$ cat config.mk
export PLATFORM = sky130hd
export DESIGN_NAME = rf_write_arbiter
export DESIGN_NICKNAME = d
export VERILOG_FILES = /design/src/rtl/rf_write_arbiter.sv
export SDC_FILE = /design/constraint.sdc
export NUM_CORES = 1
export LEC_CHECK = 0
export ABC_AREA = 0
export CAP_MARGIN = 20
export CORE_UTILIZATION = 34
export DETAILED_ROUTE_END_ITERATION = 7
export PLACE_DENSITY_LB_ADDON = 0.3
export SYNTH_ARGS = -nofsm -noshare
export SYNTH_HDL_FRONTEND = slang
export SYNTH_SLANG_ARGS = --single-unit
$ cat constraint.sdc
create_clock -name clk -period 2.7 [get_ports clk]
set_clock_uncertainty 0.1 [all_clocks]
set_input_delay 0.54 -clock clk [delete_from_list [all_inputs] [get_ports clk]]
set_output_delay 0.54 -clock clk [all_outputs]
set_load 0.005 [all_outputs]
$ cat src/rtl/rf_write_arbiter.sv
// Round-robin arbiter funnelling N write requesters into a single register file write port
// through one output register stage (one write per cycle, one cycle of latency).
module rf_write_arbiter #(
   parameter int D = 32,
   parameter int N = 3
) (
   input  logic             clk,
   input  logic             rst,
   input  logic [N-1:0]     req_valid,
   input  logic [5*N-1:0]   req_addr,
   input  logic [D*N-1:0]   req_data,
   input  logic             hold,
   output logic [N-1:0]     req_ready,
   output logic [4:0]       A3,
   output logic [D-1:0]     WD3,
   output logic             WE3,
   output logic             pend_valid,
   output logic [4:0]       pend_addr,
   output logic [15:0]      write_count
);

   localparam int PW = (N > 1) ? $clog2(N) : 1;

   logic [PW-1:0] r_ptr;
   logic          r_valid_q;
   logic [4:0]    r_addr_q;
   logic [D-1:0]  r_data_q;
   logic [15:0]   r_write_count;

   logic [PW:0]   w_sum  [N];
   logic [PW-1:0] w_cand [N];
   logic          w_found;
   logic [PW-1:0] w_gidx;
   logic          w_grant_en;

   // Candidate k is (ptr + k) mod N; ptr < N and k < N, so one conditional subtract suffices.
   genvar gi;
   generate
      for (gi = 0; gi < N; gi++) begin : g_cand
         assign w_sum[gi]  = {1'b0, r_ptr} + (PW+1)'(gi);
         assign w_cand[gi] = (w_sum[gi] >= (PW+1)'(N)) ? PW'(w_sum[gi] - (PW+1)'(N))
                                                       : w_sum[gi][PW-1:0];
      end
   endgenerate

   always_comb begin
      w_found = 1'b0;
      w_gidx  = '0;
      for (int k = 0; k < N; k++) begin
         if (!w_found && req_valid[w_cand[k]]) begin
            w_found = 1'b1;
            w_gidx  = w_cand[k];
         end
      end
   end

   assign w_grant_en = w_found & ~hold & ~rst;
   assign req_ready  = w_grant_en ? (N'(1) << w_gidx) : '0;

   always_ff @(posedge clk) begin
      if (rst) begin
         r_ptr         <= '0;
         r_valid_q     <= 1'b0;
         r_addr_q      <= '0;
         r_data_q      <= '0;
         r_write_count <= '0;
      end else begin
         if (w_grant_en) begin
            r_valid_q <= 1'b1;
            r_addr_q  <= req_addr[w_gidx*5 +: 5];
            r_data_q  <= req_data[w_gidx*D +: D];
            r_ptr     <= (w_gidx == PW'(N-1)) ? '0 : w_gidx + 1'b1;
         end else begin
            r_valid_q <= 1'b0;
         end
         // Counts writes as they leave the output stage; wraps naturally at 16 bits.
         if (r_valid_q)
            r_write_count <= r_write_count + 16'd1;
      end
   end

   assign WE3         = r_valid_q;
   assign A3          = r_addr_q;
   assign WD3         = r_data_q;
   assign pend_valid  = r_valid_q;
   assign pend_addr   = r_addr_q;
   assign write_count = r_write_count;

endmodule
[After elaboration in Yosys (flattened, before gate mapping)]
Cells that the tools add are included.
Widths: inputs -> output; s select.
Cells by class
  equal/unequal tests: 1
  $mul: 1
  order comparisons: 6
  mux-type cells: 18
  reduce and logical (&&, ||, !) cells: 4
  bitwise gates (word level): 4
  add/sub/neg operators: 7
  shift-type cells: 3
Operators with widths (number)
  $shiftx 96x8->32: 1
  $add 16x1->16 const B: 1
  $shiftx 15x6->5: 1
  $mux 2: 7
  $lt 2x3->1 const B: 3
  $mux 1: 7
  $bmux 1 s2: 3
  $ge 3x2->1 const B: 2
  $sub 2x2->2 const B: 3
  $mul 2x3->5 const B: 1
  $add 2x1->3 const B: 1
  $add 2x2->3 const B: 1
  $mux 3: 1
  $shl 1x2->3 const A: 1
  $add 2x1->2 const B: 1
  $and 1x1->1: 2
  $eq 2x2->1 const B: 1
  $ge 2x2->1 const B: 1
  $logic_and 1x1->1: 2
  $logic_not 1->1: 2
  $not 1->1: 2
Word-level totals
  word-level logic and storage cells: 49
  output and inout bits: 63
  flip-flop bits (word level): 56

[Longest topological paths before layout]
  depth after elaboration: 14
  mapped depth: 11
  depth with buffers taken out: 8

[Worst setup path before layout]
No wires, ideal clock.
  kind: reg2out
  start point: register r_ptr[0]
  end point: output req_ready[0]
  stages on the path, launching flop included: 11
  arrival time: 2.039 ns
  data required time: 2.060 ns
  setup slack: 0.021 ns
  cells stage by stage: dfxtp_1 -> inv_1 -> ha_1 -> mux2i_1 -> o22ai_2 -> nor3b_1 -> nor3_4 -> nand2b_1 -> buf_4 -> buf_6 -> nor2_1
On the way
  longest elaborated chain between the ends: 14
Ends and longest elaborated chain
  start: declaration: RTL line 24  | logic [PW-1:0] r_ptr;
  start signal: assignment: RTL line 72  | r_ptr <= (w_gidx == PW'(N-1)) ? '0 : w_gidx + 1'b1;
  branches (longest 13 deep; another with $add 2x1->3)
  $mux 3 *: RTL line 58  | assign req_ready = w_grant_en ? (N'(1) << w_gidx) : '0;
  end: declaration: RTL line 13  | output logic [N-1:0] req_ready,
Every way passes the cells marked *. The select of a mux whose other input is x is not followed.

[Final worst setup path]
Same ends and word-level chain as after synthesis.

==> flow_metrics.env <==
export IMPL_postSynth_asyncResetShare=0
export IMPL_netlist_area_leader_share=0.378
export IMPL_core_area_sq_um=8340
export IMPL_clockPowerShare=0.128
export IMPL_clock_tree_buffer_depth=2
export IMPL_placementRows=33
export IMPL_worst_hold_path_type="reg -> reg"
export IMPL_postSynthRegisterBits=56
export IMPL_drive_above_1_share=0.156
export IMPL_ys_top_cells_by_count="56 x sky130_fd_sc_hd__dfxtp_1, 40 x sky130_fd_sc_hd__mux2i_1, 37 x sky130_fd_sc_hd__a32oi_1"
export IMPL_clock_insertion_delay_worst_skew_ns=0.30
export IMPL_grt_first_pass_wirelength_microns=15100
export IMPL_worst_r2r_cell_count=11
export IMPL_maxClockFrequency_ghz=0.342
export IMPL_worst_path_max_fanout=3
export IMPL_clock_tree_from_tritoncts="yes"
export IMPL_initial_utilization=0.356
export IMPL_final_core_utilization=0.615
export IMPL_drtPass1Iterations=4
export IMPL_startpoint_kind_of_the_worst_setup_timing_path="register"
export IMPL_synth_net_count=419
export IMPL_rr_endpoint="WD3[28]$_SDFFE_PP0P_"
export IMPL_worst_slew_pin_slew_ns=0.439
export IMPL_layout_area_overhead_vs_synth_pct=72.8
export IMPL_final_setup_viol_count=3
export IMPL_vias=3038
export IMPL_yosys_most_used_dff="sky130_fd_sc_hd__dfxtp_1"
export IMPL_ys_top_cells_by_area="sky130_fd_sc_hd__dfxtp_1 38%, sky130_fd_sc_hd__mux2i_1 13%, sky130_fd_sc_hd__a32oi_1 11%"
export IMPL_boundaryPins=180
export IMPL_drc=0
export IMPL_crit_path_end="req_ready[0]"
export IMPL_crit_chain="inv_2 > ha_4 > mux2i_2 > o22ai_2 > buf_6 > or2_4 > o32a_1 > nor2_1 > buf_2"
export IMPL_max_cap_violations=0
export IMPL_syn_cell_area_sq_um=2970
export IMPL_io_buffer_count=179
export IMPL_worstPathRequired_ns=2.06
export IMPL_internal_power_uw=2450
export IMPL_grt_pass1_vias=3132
export IMPL_power_per_cell_area_nw_per_um2=736
export IMPL_peak_ir_drop_on_the_vdd_network_mv=0.399
export IMPL_setup_ws_ns=-0.225
export IMPL_hpwlAfterDp_microns=7110
export IMPL_worst_path_max_delay_cell="sky130_fd_sc_hd__dfxtp_2"
export IMPL_design_die_area_sq_um=9110
export IMPL_seqPwrFrac=0.305
export IMPL_syn_area_cell_sq_um=10.0
export IMPL_netlist_top_cell_by_area="sky130_fd_sc_hd__dfxtp_1"
export IMPL_wl_per_cell_microns=16.2
export IMPL_root_buffer="sky130_fd_sc_hd__clkbuf_8"
export IMPL_timing_hold_violations_final=0
export IMPL_syn_instance_count=297
export IMPL_rrSetupSlack_ns=0.13
export IMPL_critical_path_arrival_ns=2.29
export IMPL_worst_r2r_startpoint="r_ptr[0]$_SDFFE_PP0P_"
export IMPL_yosys_warnings=0
export IMPL_post_placement_cell_count=576
export IMPL_timing_final_max_slew_violations=0
export IMPL_numClockSinks=56
export IMPL_tritoncts_num_buffers=5
export IMPL_power_switching_fraction=0.352
export IMPL_cts_reportedPaths_clkPinSlew_ns=0.10
export IMPL_relSlewSlack=0.707
export IMPL_netlist_cell_type_count=40
export IMPL_stdcell_count=593
export IMPL_antenna_found_initial=0
export IMPL_fillerInstances=720
export IMPL_synth_sequential_area_ratio=0.378
export IMPL_leading_cell_type_by_number_of_instances_after_synthesis="sky130_fd_sc_hd__dfxtp_1"
export IMPL_grt_setup_unrepaired="yes"
export IMPL_total_power_uw=3780
export IMPL_chipHeight_microns=95.5
export IMPL_last_weighted_congestion_value_of_the_routability_driven_placer=0.826
export IMPL_slowest_cell_delay_on_critical_path_ns=0.35
export IMPL_globalRouteOverflowTotal=0
export IMPL_failed_checks="negative setup slack"
export IMPL_die_width_microns=95.5
export IMPL_globalRouteTotalUtil=0.214
export IMPL_ctsHtreeMaxLevel=2
export IMPL_pin_count_of_the_biggest_net_entering_global_routing=39
export IMPL_detail_route_vias_per_cell=5.12
export IMPL_critPathKind="reg -> out"
export IMPL_synth_edff_count=0
export IMPL_critPathLaunch="r_ptr[0]$_SDFFE_PP0P_"
export IMPL_drtAntennaViolNets=0
export IMPL_wirelength_microns=9610
export IMPL_power_leakage_uw=0.00205
export IMPL_power_frac_comb=0.567
export IMPL_initialDrtViolationCount=80
export IMPL_antenna_cells=0
export IMPL_num_nets_final=609
export IMPL_worst_setup_path_end_kind="primary output"
export IMPL_period_share=1.08
export IMPL_period_needed_ns=2.93
export IMPL_net_switching_power_uw=1330
export IMPL_status="finished with violations"
cell type report:
cell class / instances / area (sq um) / share of cell area
Multi-Input combinational cell: 207 / 1700 / 0.331
Timing Repair Buffer: 215 / 2070 / 0.404
Clock buffer: 7 / 86.3 / 0.0168
Inverter: 2 / 7.51 / 0.00146
Clock inverter: 1 / 7.51 / 0.00146
Tap cell: 105 / 131 / 0.0256
Sequential cell: 56 / 1120 / 0.219
cell families after synthesis:
family,Yosys count,synth area share
buf+inv,34,0.0792
flops,56,0.378
xor+xnor,13,0.0383
mux,42,0.150
compound gates,90,0.231
simple gates,57,0.102
fa+ha+maj,5,0.0211
critical path, delay by kind of cell (launching register included):
family | cells | cell delay [ns]
AOI/OAI and AO/OA | 2 | 0.45
DFF | 1 | 0.35
buffers and inverters | 3 | 0.33
and+or+nand+nor | 2 | 0.32
adders and majority gates | 1 | 0.29
muxes | 1 | 0.24
per-layer routing:
layer / up-vias / track usage / share of wire
met3: 12 / 0.0646 / 0.067
li1: 1493 / - / -
met1: 1422 / 0.236 / 0.38
met5: - / 0 / 0
met4: 0 / 0.0672 / 0.016
met2: 111 / 0.390 / 0.54
how the worst min path moves through the flow:
stage                          from                    to  slack (ns)  depth (start not counted)
2_1_floorplan  WD3[14]$_SDFFE_PP0P_  WD3[14]$_SDFFE_PP0P_        0.36                          2
3_3_place_gp   WD3[14]$_SDFFE_PP0P_  WD3[14]$_SDFFE_PP0P_        0.35                          2
3_5_place_dp   WD3[14]$_SDFFE_PP0P_  WD3[14]$_SDFFE_PP0P_        0.36                          2
4_1_cts        WD3[14]$_SDFFE_PP0P_  WD3[14]$_SDFFE_PP0P_        0.38                          2
5_1_grt        WD3[14]$_SDFFE_PP0P_  WD3[14]$_SDFFE_PP0P_        0.41                          2
6_report       WD3[14]$_SDFFE_PP0P_  WD3[14]$_SDFFE_PP0P_        0.38                          2
cell usage in the layout (no fill, tap or decap), drive strengths merged:
cell type        n
a221oi           1
clkbuf           7
ha               5
and2             2
clkdlybuf4s50  173
or3              2
a22o             2
nand4            3
dlygate4sd2      3
o22ai            1
nor2b            4
dfxtp           56
clkinvlp         1
nor2            17
o41ai            1
nand2b           4
nor3b            2
and4             3
xnor2            4
xor2             9
and3             2
buf             39
a21o             1
nand3            4
a32oi           37
o32a             1
mux2i           42
nand2           10
o21ai           41
nand3b           1
o21ba            1
inv              2
or2              1
nor3             2
a21oi            3
o22a             1
per-stage QoR:
| step | instance area, sq um | setup TNS, ns | setup WS [ns] | hold WS, ns |
|---|---|---|---|---|
| floorplan | 2970 | 0 | 0.0207 | 0.365 |
| global placement | 4890 | -5.95 | -0.527 | 0.351 |
| detailed placement | 4890 | -9.08 | -0.558 | 0.356 |
| CTS | 5090 | -0.421 | -0.179 | 0.381 |
| global route | 5130 | -0.702 | -0.301 | 0.411 |
| finish | 5130 | -0.467 | -0.225 | 0.377 |
state kept, by name (all words and copies together) (netlist names):
name	flops
WE3	1
write_count	16
WD3	32
A3	5
r_ptr	2
power groups by stage:
stage | clock network (uW) | registers [uW] | logic [uW]
2_1_floorplan | 0 | 1170 | 1070
3_3_place_gp | 0 | 1150 | 1910
3_5_place_dp | 0 | 1160 | 1940
4_1_cts | 503 | 1150 | 2080
5_1_grt | 537 | 1170 | 2290
6_report | 484 | 1150 | 2140
timing repair:
| action | CTS | global route |
|---|---|---|
| gates cloned | 0 | 0 |
| pin swaps | 10 | 7 |
| buffers inserted | 8 | 2 |
| endpoints found under the setup margin | 5 | 9 |
| hold buffers | 0 | 0 |
| resized for setup | 29 | 8 |
No activity file was read; power rests on OpenSTA's default activity.
==> edit 1 (same flow settings) <==
`D`: 32 -> 64.
--- a/src/rtl/rf_write_arbiter.sv
+++ b/src/rtl/rf_write_arbiter.sv
@@ -1,7 +1,7 @@
 // Round-robin arbiter funnelling N write requesters into a single register file write port
 // through one output register stage (one write per cycle, one cycle of latency).
 module rf_write_arbiter #(
-   parameter int D = 32,
+   parameter int D = 64,
    parameter int N = 3
 ) (
    input  logic             clk,
Interface: changed (resized WD3 and req_data); port bits go from 180 to 308. No check against the original RTL was run, so the function may have changed too.
==> edit 1 against the original RTL <==
  * The run still ends with negative setup slack left
  * Sequential cell count is 32 higher
  * Via count grew 120%
  * Wire length up 130%
  * Area after synthesis rose by 79%
  * Count of clock-buffer cells in the layout grew 2
  * Total power rose by 89%
  * Final area increased by 86%
  * First-iteration DRC count increased to 5.7 times the old value
  * Setup slack improved by 100 ps
==> edit 1: results (changes against the original RTL) <==
{
  "largest_reg_flops": {"value": 64, "change": "+100%"},
  "layout_setup_ws": {"value": -121, "unit": "ps", "change": "+105 ps"},
  "postSynthNetCount": {"value": 842, "change": "+100%"},
  "failed_checks": {"value": "negative setup slack"},
  "arrival_time_worst_endpoint": {"value": 2180, "unit": "ps", "change": "-110 ps"},
  "grt_first_pass_wirelength": {"value": 33900, "unit": "um", "change": "+120%"},
  "max_stage_delay": {"value": 380, "unit": "ps", "change": "+30 ps"},
  "cp-startpoint": {"value": "r_ptr[1]"},
  "run_status": {"value": "finished with violations"},
  "critical_path.max_fanout": {"value": 4, "change": "+1"},
  "nFillCells": {"value": 1302, "change": "+81%"},
  "grtUsageTotal": {"value": 26.4, "unit": "%", "change": "+4.9 points"},
  "synth-seq-area-share": {"value": 33.1, "unit": "%", "change": "-4.7 points"},
  "post_synthesis_instance_total": {"value": 624, "change": "+110%"},
  "hpwlAfterDp": {"value": 14300, "unit": "um", "change": "+100%"},
  "clk-insertion-delay-late": {"value": 350, "unit": "ps", "change": "+50 ps"},
  "dp_worst_setup_slack": {"value": -593, "unit": "ps", "change": "-34.8 ps"},
  "hp-start": {"value": "WD3[27]"},
  "postRouteWirelength": {"value": 22300, "unit": "um", "change": "+130%"},
  "global_route.usage.met3": {"value": 5.15, "unit": "%", "change": "-1.3 points"},
  "via_count_of_the_first_global_routing_pass": {"value": 6421, "change": "+110%"},
  "gr-usage-met2": {"value": 45.2, "unit": "%", "change": "+6.2 points"},
  "grt.met1_usage": {"value": 32.2, "unit": "%", "change": "+8.6 points"},
  "tightest_slew": {"value": 646, "unit": "ps", "change": "+206 ps"},
  "clk_transition_reported_paths": {"value": 70, "unit": "ps", "change": "-30 ps"},
  "drive_gt1_share": {"value": 13.2, "unit": "%", "change": "-2.4 points"},
  "post_synth_main_area_contributors": {"value": "sky130_fd_sc_hd__dfxtp_1 33%, sky130_fd_sc_hd__a221o_1 13%, sky130_fd_sc_hd__a22oi_1 9.7%"},
  "setup.reg_to_reg.worst_slack": {"value": 90, "unit": "ps", "change": "-40 ps"},
  "drt_first_iter_violations": {"value": 458, "change": "+470%"},
  "gp_congestion": {"value": 0.811, "change": "-1.8%"},
  "setup_viol_count_final": {"value": 3, "change": "unchanged"},
  "synth_cell_type_count": {"value": 44, "change": "+10%"},
  "crit_path_top_delay_cell": {"value": "sky130_fd_sc_hd__dfxtp_4"},
  "numCtsBuffers": {"value": 9, "change": "+4"},
  "io_buffers": {"value": 307, "change": "+72%"},
  "h-tree-depth": {"value": 3, "change": "+1"},
  "detail_route.vias_per_cell": {"value": 5.89, "change": "+15%"},
  "grt_start_max_net_pins": {"value": 77, "change": "+97%"},
  "peak_supply_drop": {"value": 421, "unit": "uV", "change": "+5.7%"},
  "post_layout_net_count": {"value": 1147, "change": "+88%"}
}
[edit 1: cell count changes after synthesis, moves of 16 or more]
cell and delta:
sky130_fd_sc_hd__a221o_1 +69, sky130_fd_sc_hd__a22oi_1 +69, sky130_fd_sc_hd__mux2i_1 -35, sky130_fd_sc_hd__o21ai_1 -27
sky130_fd_sc_hd__nand3_1 +67, sky130_fd_sc_hd__nand4_1 +72, sky130_fd_sc_hd__a32oi_1 -37, sky130_fd_sc_hd__a31oi_1 +70
sky130_fd_sc_hd__buf_2 +16, sky130_fd_sc_hd__clkbuf_1 +36, sky130_fd_sc_hd__dfxtp_1 +32
[edit 1: path summary, 6_finish.rpt]
path | to | depth (start not counted)
max | req_ready[1] | 8
max reg2reg | A3[3] | 13
min | WD3[27] | 1
min reg2reg | WD3[27] | 1
[edit 1: stage by stage]
step / power [uW] / util (%) / hold slack [ps] / setup TNS, ps / area, um2
floorplan: 3490 / - / 364 / 0 / 5330
global placement: 5060 / 57.3 / 368 / -32950 / 8740
detailed placement: 5100 / 57.3 / 366 / -37140 / 8740
CTS: 6950 / 61.2 / 390 / -1720 / 9330
global route: 7520 / 62.5 / 403 / -868 / 9530
finish: 7150 / 62.5 / 386 / -344 / 9530
[edit 1: cell families (layout without fill, tap and decap cells)]
| group | after synthesis | count (layout) | share of synthesized area, % |
|---|---|---|---|
| AOI/OAI and AO/OA | 229 | 229 | 34.0 |
| xor gates and xnor gates | 13 | 13 | 2.14 |
| muxes | 6 | 6 | 1.15 |
| buffers and inverters | 88 | 398 | 8.65 |
| DFF | 88 | 88 | 33.1 |
| other | 0 | 2 | 0 |
| and+or+nand+nor | 195 | 195 | 19.8 |
| adders and majority gates | 5 | 5 | 1.17 |
[edit 1: timing repair]
action / in CTS / in global routing
setup endpoints to repair: 72 / 72
cloned: 2 / 1
pin swaps: 7 / 12
buffers inserted: 7 / 5
gates resized for setup: 49 / 25
[edit 1: layout make-up]
| class | instances | area, um2 | share of cell area, % |
|---|---|---|---|
| multi-input cells | 448 | 3310 | 34.8 |
| flip-flops and latches | 88 | 1770 | 18.5 |
| clock buffers | 9 | 225 | 2.36 |
| diodes | 2 | 5.00 | 0.0525 |
| inverters | 5 | 18.8 | 0.197 |
| well taps | 211 | 264 | 2.77 |
| clock inverters | 7 | 126 | 1.33 |
| repair buffers | 377 | 3810 | 40.0 |
[edit 1: layer usage]
layer / vias up / wire [um]
met1: 3210 / 9010
li1: 3175 / -
met2: 328 / 11100
met5: - / 0
met4: 0 / 533
met3: 41 / 1670
[edit 1: power by group]
part | total, uW | internal [uW] | switching, uW
logic | 3820 | 2080 | 1740
registers | 1810 | 1610 | 198
clock network | 1520 | 919 | 597
==> edit 2 (same flow settings) <==
Without the edit above. Register the output `write_count` once more, cleared by the reset; this adds one clock of latency there. The other outputs are not delayed to match.
--- a/src/rtl/rf_write_arbiter.sv
+++ b/src/rtl/rf_write_arbiter.sv
@@ -84,6 +84,12 @@
    assign WD3         = r_data_q;
    assign pend_valid  = r_valid_q;
    assign pend_addr   = r_addr_q;
-   assign write_count = r_write_count;
+   always_ff @(posedge clk) begin
+      if (rst) begin
+         write_count <= '0;
+      end else begin
+         write_count <= r_write_count;
+      end
+   end
 
 endmodule
Behaviour: not the same (a bounded check fails within 4 cycles, from zero or initial values and one cycle with rst high).
==> edit 2 against the original RTL <==
  * The flow still finishes with violations (negative setup slack)
  * Final area up 23%
  * Sequential cell count rose by 16
  * Total power grew 20%
  * Highest routed layer unchanged
  * Core utilization down 3.9 points
  * Maximum frequency rose by 1.6%
  * Wire length grew 45%
  * Setup slack gained 46 ps
  * Critical endpoint is now req_ready[2]
  * Sequential power is 17% higher
  * Cell count grew 28%
  * Clock power up 130%
  * Largest cell class is now multi-input combinational cells
  * Largest power group unchanged
  * Area after synthesis grew 29%
  * Global-route usage is 1.6 points higher
  * Count of clock-buffer cells in the layout grew 3
==> edit 2: results (changes against the original RTL) <==
{
  "via_count_of_the_first_global_routing_pass": {"value": 4396, "change": "+40%"},
  "synth_compound_area_share": {"value": 27.1, "unit": "%", "change": "+4.0 points"},
  "run_status": {"value": "finished with violations"},
  "synth.mux.area_fraction": {"value": 1.60, "unit": "%", "change": "-13 points"},
  "drtPass1Iterations": {"value": 5, "change": "+1"},
  "fin_worst_hold_slack": {"value": 378, "unit": "ps", "change": "+0.984 ps"},
  "p_switching": {"value": 1580, "unit": "uW", "change": "+19%"},
  "detail_route.vias_per_cell": {"value": 5.78, "change": "+13%"},
  "synth_cell_type_count": {"value": 42, "change": "+5.0%"},
  "grtUsageTotal": {"value": 23.0, "unit": "%", "change": "+1.6 points"},
  "post_synth_main_area_contributors": {"value": "sky130_fd_sc_hd__dfxtp_1 38%, sky130_fd_sc_hd__a221o_1 9.7%, sky130_fd_sc_hd__a22oi_1 7.2%"},
  "critical_path.max_fanout": {"value": 5, "change": "+2"},
  "layout_setup_ws": {"value": -180, "unit": "ps", "change": "+45.5 ps"},
  "clk_transition_reported_paths": {"value": 60, "unit": "ps", "change": "-40 ps"},
  "ctsRootBufferMaster": {"value": "sky130_fd_sc_hd__clkbuf_16"},
  "synthTopCellsByCount": {"value": "72 x sky130_fd_sc_hd__dfxtp_1, 41 x sky130_fd_sc_hd__nand3_1, 40 x sky130_fd_sc_hd__nand4_1"},
  "power_sequential": {"value": 1350, "unit": "uW", "change": "+17%"},
  "grt_start_max_net_pins": {"value": 75, "change": "+92%"},
  "route.detailed.wl_per_inst": {"value": 18.3, "unit": "um", "change": "+13%"},
  "synth-xor-area-share": {"value": 3.43, "unit": "%", "change": "-0.41 points"},
  "numCtsBuffers": {"value": 9, "change": "+4"},
  "grt_first_pass_wirelength": {"value": 20800, "unit": "um", "change": "+38%"},
  "peak_supply_drop": {"value": 387, "unit": "uV", "change": "-2.8%"},
  "post_layout_net_count": {"value": 738, "change": "+21%"},
  "maxSlewHeadroom": {"value": 56.9, "unit": "%", "change": "-14 points"},
  "gp_congestion": {"value": 0.955, "change": "+16%"},
  "setup_viol_count_final": {"value": 3, "change": "unchanged"},
  "synth-seq-area-share": {"value": 37.6, "unit": "%", "change": "-0.17 points"},
  "crit_path_top_delay_cell": {"value": "sky130_fd_sc_hd__dfxtp_4"},
  "failed_checks": {"value": "negative setup slack"},
  "syn-mean-instance-area": {"value": 8.80, "unit": "um2", "change": "-12%"}
}
[edit 2: area by class of cell]
cell class / count / area (um2)
well taps: 140 / 175
inverters: 7 / 28.8
fillers: 987 / 4640
repair buffers: 222 / 2150
flip-flops and latches: 72 / 1450
multi-input cells: 304 / 2230
clock buffers: 10 / 229
clock inverters: 6 / 45.0
[edit 2: worst max-delay path, delay by kind of cell, from the launching register on]
family,cells,cell delay (ps)
buf+inv,2,220
flops,1,360
simple gates,2,320
compound gates,3,590
fa+ha+maj,1,260
mux,1,150
[edit 2: per-layer routing]
metal	up-vias	global-route usage, %	wire [um]
met5	-	0	0
met4	0	11.4	267
met3	25	7.47	1370
met2	251	39.2	6700
met1	2069	25.7	5610
li1	2056	-	-
[edit 2: cell families after synthesis]
group / count (synthesis)
simple gates: 147
compound gates: 130
flops: 72
buf+inv: 61
xor+xnor: 15
mux: 6
fa+ha+maj: 5
[edit 2: metrics by stage]
| stage | cell area, um2 | setup TNS (ps) | setup WS (ps) | total power (uW) | utilization (%) |
|---|---|---|---|---|---|
| final | 6300 | -363 | -180 | 4530 | 57.6 |
| after global routing | 6300 | -602 | -261 | 4770 | 57.6 |
| after CTS | 6280 | -380 | -183 | 4510 | 57.4 |
| after detailed placement | 5830 | -11020 | -594 | 3230 | 53.3 |
| after global placement | 5830 | -9230 | -541 | 3190 | 53.3 |
| after floorplan | 3860 | 0 | 2.36 | 2350 | - |
[edit 2: timing repair]
action,CTS,global route
setup buffers,13,1
endpoints found under the setup margin,3,41
gates cloned,0,1
pin swaps,9,6
resized for setup,36,5
[edit 2: worst paths after layout]
path                      to  cells after the start         startpoint
max             req_ready[2]                      9           r_ptr[1]
min reg2reg  write_count[15]                      1  r_write_count[15]
min          write_count[15]                      1  r_write_count[15]
max reg2reg           WD3[2]                     11           r_ptr[0]
